**src/rtl/me_mem_loader_pkg.sv**
```systemverilog
// Shared constants and state encoding for the motion-estimation memory loader.
// Geometry, word packing and the loader FSM states live here so all files agree.
package me_pkg;

    localparam int PIX_W        = 8;
    localparam int D_WIDTH      = 64;
    localparam int REF_WORDS    = 128;
    localparam int CUR_WORDS    = 32;
    localparam int REF_AW       = 7;
    localparam int CUR_AW       = 5;
    localparam int PIX_PER_WORD = D_WIDTH / PIX_W;
    localparam int IDX_W        = 3;

    localparam logic [IDX_W-1:0]  LAST_IDX = IDX_W'(PIX_PER_WORD - 1);
    localparam logic [REF_AW-1:0] REF_LAST = REF_AW'(REF_WORDS - 1);
    localparam logic [CUR_AW-1:0] CUR_LAST = CUR_AW'(CUR_WORDS - 1);

    typedef enum logic [2:0] {
        IDLE,
        LOAD_REF,
        LOAD_CUR,
        FIRE,
        WAIT_DONE
    } state_t;

endpackage

```
**src/rtl/me_mem_loader_packer.sv**
```systemverilog
// Packs accepted pixels MSB-first into 64-bit words; flags the completing pixel
// combinationally so the owner can register the write in the following cycle.
module pixel_packer
    import me_pkg::*;
(
    input  logic               clk,
    input  logic               reset,
    input  logic               i_clear,
    input  logic               i_accept,
    input  logic [PIX_W-1:0]   i_pix,
    output logic               o_word_valid,
    output logic [D_WIDTH-1:0] o_word_data
);

    logic [D_WIDTH-PIX_W-1:0] r_shift;
    logic [IDX_W-1:0]         r_idx;

    // NOTE: sequential state uses non-blocking assignments so every register
    // samples pre-edge values regardless of block evaluation order.
    always_ff @(posedge clk or posedge reset) begin
        if (reset) begin
            r_shift <= '0;
            r_idx   <= '0;
        end else if (i_clear) begin
            r_shift <= '0;
            r_idx   <= '0;
        end else if (i_accept) begin
            r_shift <= {r_shift[D_WIDTH-2*PIX_W-1:0], i_pix};
            r_idx   <= r_idx + 1'b1;
        end
    end

    // Clear beats completion: an aborted 8th pixel never yields a word.
    assign o_word_valid = i_accept && !i_clear && (r_idx == LAST_IDX);
    assign o_word_data  = {r_shift, i_pix};

endmodule

```
**src/rtl/me_mem_loader.sv**
```systemverilog
// Loader FSM: streams the reference window and current block into the
// engine's memories, then pulses go and waits for the engine to finish.
module me_mem_loader
    import me_pkg::*;
(
    input  logic               clk,
    input  logic               reset,
    input  logic               load_start,
    input  logic               ref_skip,
    input  logic               load_abort,
    input  logic [PIX_W-1:0]   pix_data,
    input  logic               pix_valid,
    output logic               pix_ready,
    output logic [REF_AW-1:0]  address_write_ref,
    output logic [D_WIDTH-1:0] data_write_ref,
    output logic               write_enable_ref,
    output logic [CUR_AW-1:0]  address_write_cur,
    output logic [D_WIDTH-1:0] data_write_cur,
    output logic               write_enable_cur,
    output logic               go,
    input  logic               me_done,
    output logic               busy
);

    state_t               r_state;
    logic [REF_AW-1:0]    r_ref_cnt;
    logic [CUR_AW-1:0]    r_cur_cnt;
    logic                 r_go;
    logic                 r_we_ref;
    logic                 r_we_cur;
    logic [REF_AW-1:0]    r_addr_ref;
    logic [CUR_AW-1:0]    r_addr_cur;
    logic [D_WIDTH-1:0]   r_data_ref;
    logic [D_WIDTH-1:0]   r_data_cur;

    logic                 w_accept;
    logic                 w_abort;
    logic                 w_word_valid;
    logic [D_WIDTH-1:0]   w_word_data;

    assign pix_ready = (r_state == LOAD_REF) || (r_state == LOAD_CUR);
    assign busy      = (r_state != IDLE);
    assign w_accept  = pix_valid && pix_ready;
    assign w_abort   = load_abort && (r_state != IDLE);

    pixel_packer u_packer (
        .clk          (clk),
        .reset        (reset),
        .i_clear      (w_abort),
        .i_accept     (w_accept),
        .i_pix        (pix_data),
        .o_word_valid (w_word_valid),
        .o_word_data  (w_word_data)
    );

    // NOTE: only the loader's own registers are reset; the memories behind
    // the write ports keep their contents across reset and abort.
    always_ff @(posedge clk or posedge reset) begin
        if (reset) begin
            r_state    <= IDLE;
            r_ref_cnt  <= '0;
            r_cur_cnt  <= '0;
            r_go       <= 1'b0;
            r_we_ref   <= 1'b0;
            r_we_cur   <= 1'b0;
            r_addr_ref <= '0;
            r_addr_cur <= '0;
            r_data_ref <= '0;
            r_data_cur <= '0;
        end else begin
            r_we_ref <= 1'b0;
            r_we_cur <= 1'b0;
            r_go     <= 1'b0;
            if (w_abort) begin
                r_state   <= IDLE;
                r_ref_cnt <= '0;
                r_cur_cnt <= '0;
            end else begin
                case (r_state)
                    IDLE: begin
                        if (load_start) r_state <= ref_skip ? LOAD_CUR : LOAD_REF;
                    end
                    LOAD_REF: begin
                        if (w_word_valid) begin
                            r_we_ref   <= 1'b1;
                            r_addr_ref <= r_ref_cnt;
                            r_data_ref <= w_word_data;
                            if (r_ref_cnt == REF_LAST) begin
                                r_ref_cnt <= '0;
                                r_state   <= LOAD_CUR;
                            end else begin
                                r_ref_cnt <= r_ref_cnt + 1'b1;
                            end
                        end
                    end
                    LOAD_CUR: begin
                        if (w_word_valid) begin
                            r_we_cur   <= 1'b1;
                            r_addr_cur <= r_cur_cnt;
                            r_data_cur <= w_word_data;
                            if (r_cur_cnt == CUR_LAST) begin
                                r_cur_cnt <= '0;
                                r_state   <= FIRE;
                            end else begin
                                r_cur_cnt <= r_cur_cnt + 1'b1;
                            end
                        end
                    end
                    FIRE: begin
                        // go lands one cycle after the last cur write has committed.
                        r_go    <= 1'b1;
                        r_state <= WAIT_DONE;
                    end
                    WAIT_DONE: begin
                        if (me_done) r_state <= IDLE;
                    end
                    default: r_state <= IDLE;
                endcase
            end
        end
    end

    assign go                = r_go;
    assign write_enable_ref  = r_we_ref;
    assign write_enable_cur  = r_we_cur;
    assign address_write_ref = r_addr_ref;
    assign address_write_cur = r_addr_cur;
    assign data_write_ref    = r_data_ref;
    assign data_write_cur    = r_data_cur;

endmodule
```
**config.mk**
```make
export PLATFORM = sky130hd
export DESIGN_NAME = me_mem_loader
export DESIGN_NICKNAME = d
export VERILOG_FILES = /design/src/rtl/me_mem_loader_pkg.sv /design/src/rtl/me_mem_loader_packer.sv /design/src/rtl/me_mem_loader.sv
export SDC_FILE = /design/constraint.sdc
export NUM_CORES = 1
export LEC_CHECK = 0
export ABC_AREA = 1
export CORE_ASPECT_RATIO = 1.5
export CORE_MARGIN = 5
export CORE_UTILIZATION = 47
export DETAILED_ROUTE_END_ITERATION = 10
export PLACE_DENSITY = 0.86
export SYNTH_ARGS = -nofsm -noshare
export SYNTH_HDL_FRONTEND = slang
export SYNTH_SLANG_ARGS = --single-unit
```
**constraint.sdc**
```tcl
create_clock -name clk -period 7 [get_ports clk]
set_input_delay 1.4 -clock clk [delete_from_list [all_inputs] [get_ports clk]]
set_output_delay 1.4 -clock clk [all_outputs]
set_load 0.02 [all_outputs]
```
==> summary.txt <==
Synthesized flop and latch total: 217
Slowest cell on crit path: buf_4
Per-cell routed wire length: 17.7 um
Final nets: 945
Register area share after synthesis: 65.6%
H-tree lvl count: 1
Area delta synth->final: 27.5%
Footprint of the multi-input gates: 0.00225 mm^2
Max-slew violation count: 0
# fillers: 1352
Crit end category: register
Non-Filler Instances: 1149
Worst Tran Pin Value: 1140 ps
Pwr Density: 266 mW/mm^2
CTS resizes: 0
WL final: 20.3 mm
Antenna violations before repair: 0
Core area: 0.0173 mm^2
Hold WC Path Type: register to register
Worst Path Arrival: 4040 ps
Overall Power: 2.81 mW
CTS tree: done
Fin area: 0.0106 mm^2
I/O pins: 160
Overall fraction of global-route tracks in use: 19.7%
Clock Tree Root: clkbuf_16
Largest net degree at the start of global routing: 118
DRC Markers: 0
Via count: 6105
Post-DRT Antenna Nets: 0
Global-route wire length before repair: 33.0 mm
Crit start category: input pin
WS Path Type: input pin to register
Max rail drop VDD: 0.166 mV
Period minus WS final: 3660 ps
Die Width: 118 um
Post-DP HPWL: 13.6 mm
Final setup fails: 0
Number of global-route vias before repair: 6092
DR iter-0 viols: 503
Final Hold Viols: 0
Total Die Area: 0.0204 mm^2
Clk_lat worst skew: 480 ps
Slowest stage delay, CP: 590 ps
CTS Buf Count: 21
Outcome: complete, no violations
F_max: 273 MHz
Syn. warnings: 0
Tcrit/Tclk final: 52.2%
Max-Cap Viols: 0
Post-synth cell types: 30
Post-route setup TNS: 0 ps
Port bufs: 159
Worst clock skew: 9.25 ps
Pre-antenna DRT Iters: 5
Clock-pin slew on the worst setup and hold paths: 60 ps
Post-Syn Area: 0.00828 mm^2
Number of instances in the placed design: 1115
RSZ-0062 raised after global routing: no
Fraction of layout cells with a size suffix above 1: 9.40%
Gate Count Post-Synth: 781
Diode count: 0
Cell Chain, Critical Path: clkdlybuf4s50_1 -> nand2_2 -> nand4_4 -> inv_2 -> nand2_4 -> buf_4 -> nand2_1 -> o21ai_0
Most frequent cells in the layout: dfrtp_1 (217), clkdlybuf4s50_1 (159), nand2_1 (146), inv_1 (89), o21ai_1 (88)
Clk buf depth: 3
FF/Latch Area: 0.00543 mm^2
Post-CTS Hold Buffers: 0
Syn_nets: 801
Die height: 173 um
Post-Syn Area per Cell: 10.6 um^2
Grt total ovfl: 0
CTS sink count: 217
Post-DP Area: 0.00994 mm^2
Avg Vias per Cell: 5.31
Critical path required time: 7380 ps
Post-CTS Setup Bufs: 0
Crit Path Max Fanout: 83
Final Wtd Congestion: 0.870
Pleak: 4.68 nW
Rel. slew slack: 23.8%
Commonest non-fill, non-tap cell in the layout: dfrtp_1
Final Util: 60.9%
Initial Util: 47.7%
Cell Rows: 59
-- routing by layer --
metal  wire, um  up-vias  track usage, %
met2      11000      201            35.4
met4        566        0            6.17
met1       7630     3005            24.0
met5          0        -               0
li1           -     2861               -
met3       1120       38            3.24
-- path summary, 6_finish.rpt --
kind	from	to	slack [ps]	depth (start not counted)
worst max-delay path	load_abort	r_cur_cnt[2]	3340	8
worst min-delay path	address_write_cur[2]	address_write_cur[2]	480	2
worst max register to register	r_state[0]	r_cur_cnt[2]	4170	9
worst min register to register	address_write_cur[2]	address_write_cur[2]	480	2
max in group asynchronous	reset	data_write_ref[5]	4340	3
min in group asynchronous	reset	data_write_cur[40]	1370	2
-- kinds of logic after synthesis --
family | share of synthesized area (%)
compound gates | 15.0
xor+xnor | 0.529
fa+ha+maj | 0.756
buf+inv | 7.44
flops | 65.6
simple gates | 10.7
-- synth_stat cells, drive strengths merged --
| master | number | share of area, % |
|---|---|---|
| dfrtp | 217 | 66 |
| a21oi | 2 | 0.12 |
| nor3 | 1 | 0.060 |
| clkbuf | 11 | 0.50 |
| nand2 | 170 | 8.5 |
| nand3 | 11 | 0.73 |
| o21ai | 157 | 10 |
| ha | 5 | 0.76 |
| nor2 | 13 | 0.85 |
| xnor2 | 1 | 0.11 |
| o22ai | 56 | 4.2 |
| nand4 | 5 | 0.56 |
| o211ai | 1 | 0.091 |
| inv | 93 | 4.2 |
| or2 | 1 | 0.076 |
| a31oi | 1 | 0.076 |
| xor2 | 4 | 0.42 |
| buf | 32 | 2.7 |
-- area by class of cell --
cell class / count / share of cell area [%]
Sequential cell: 217 / 51.4
Multi-Input combinational cell: 428 / 21.3
Timing Repair Buffer: 164 / 15.5
Clock buffer: 32 / 5.75
Inverter: 93 / 3.36
Tap cell: 213 / 2.52
Clock inverter: 2 / 0.130
-- through the flow --
stage / setup WS, ps / hold WS (ps)
floorplan: 2770 / 467
global placement: 3010 / 468
detailed placement: 2920 / 472
CTS: 3420 / 486
global route: 3190 / 497
finish: 3340 / 483
-- power by group --
group / internal [mW] / switching (mW)
clock: 0.594 / 0.437
sequential: 1.32 / 0.0249
combinational: 0.107 / 0.322
-- flip-flops by register name (all words and copies together), names as in the netlist --
signal             flops
r_cur_cnt              5
go                     1
r_ref_cnt              7
address_write_cur      5
data_write_cur        64
u_packer.r_shift      56
u_packer.r_idx         3
address_write_ref      7
r_state                3
write_enable_cur       1
data_write_ref        64
write_enable_ref       1
-- worst max-delay path: cells and delay by family --
| kind | cells | cell delay (ps) |
|---|---|---|
| buf+inv | 3 | 1150 |
| simple gates | 4 | 1110 |
| compound gates | 1 | 240 |
Note: power is estimated with default switching activity, not from simulation.
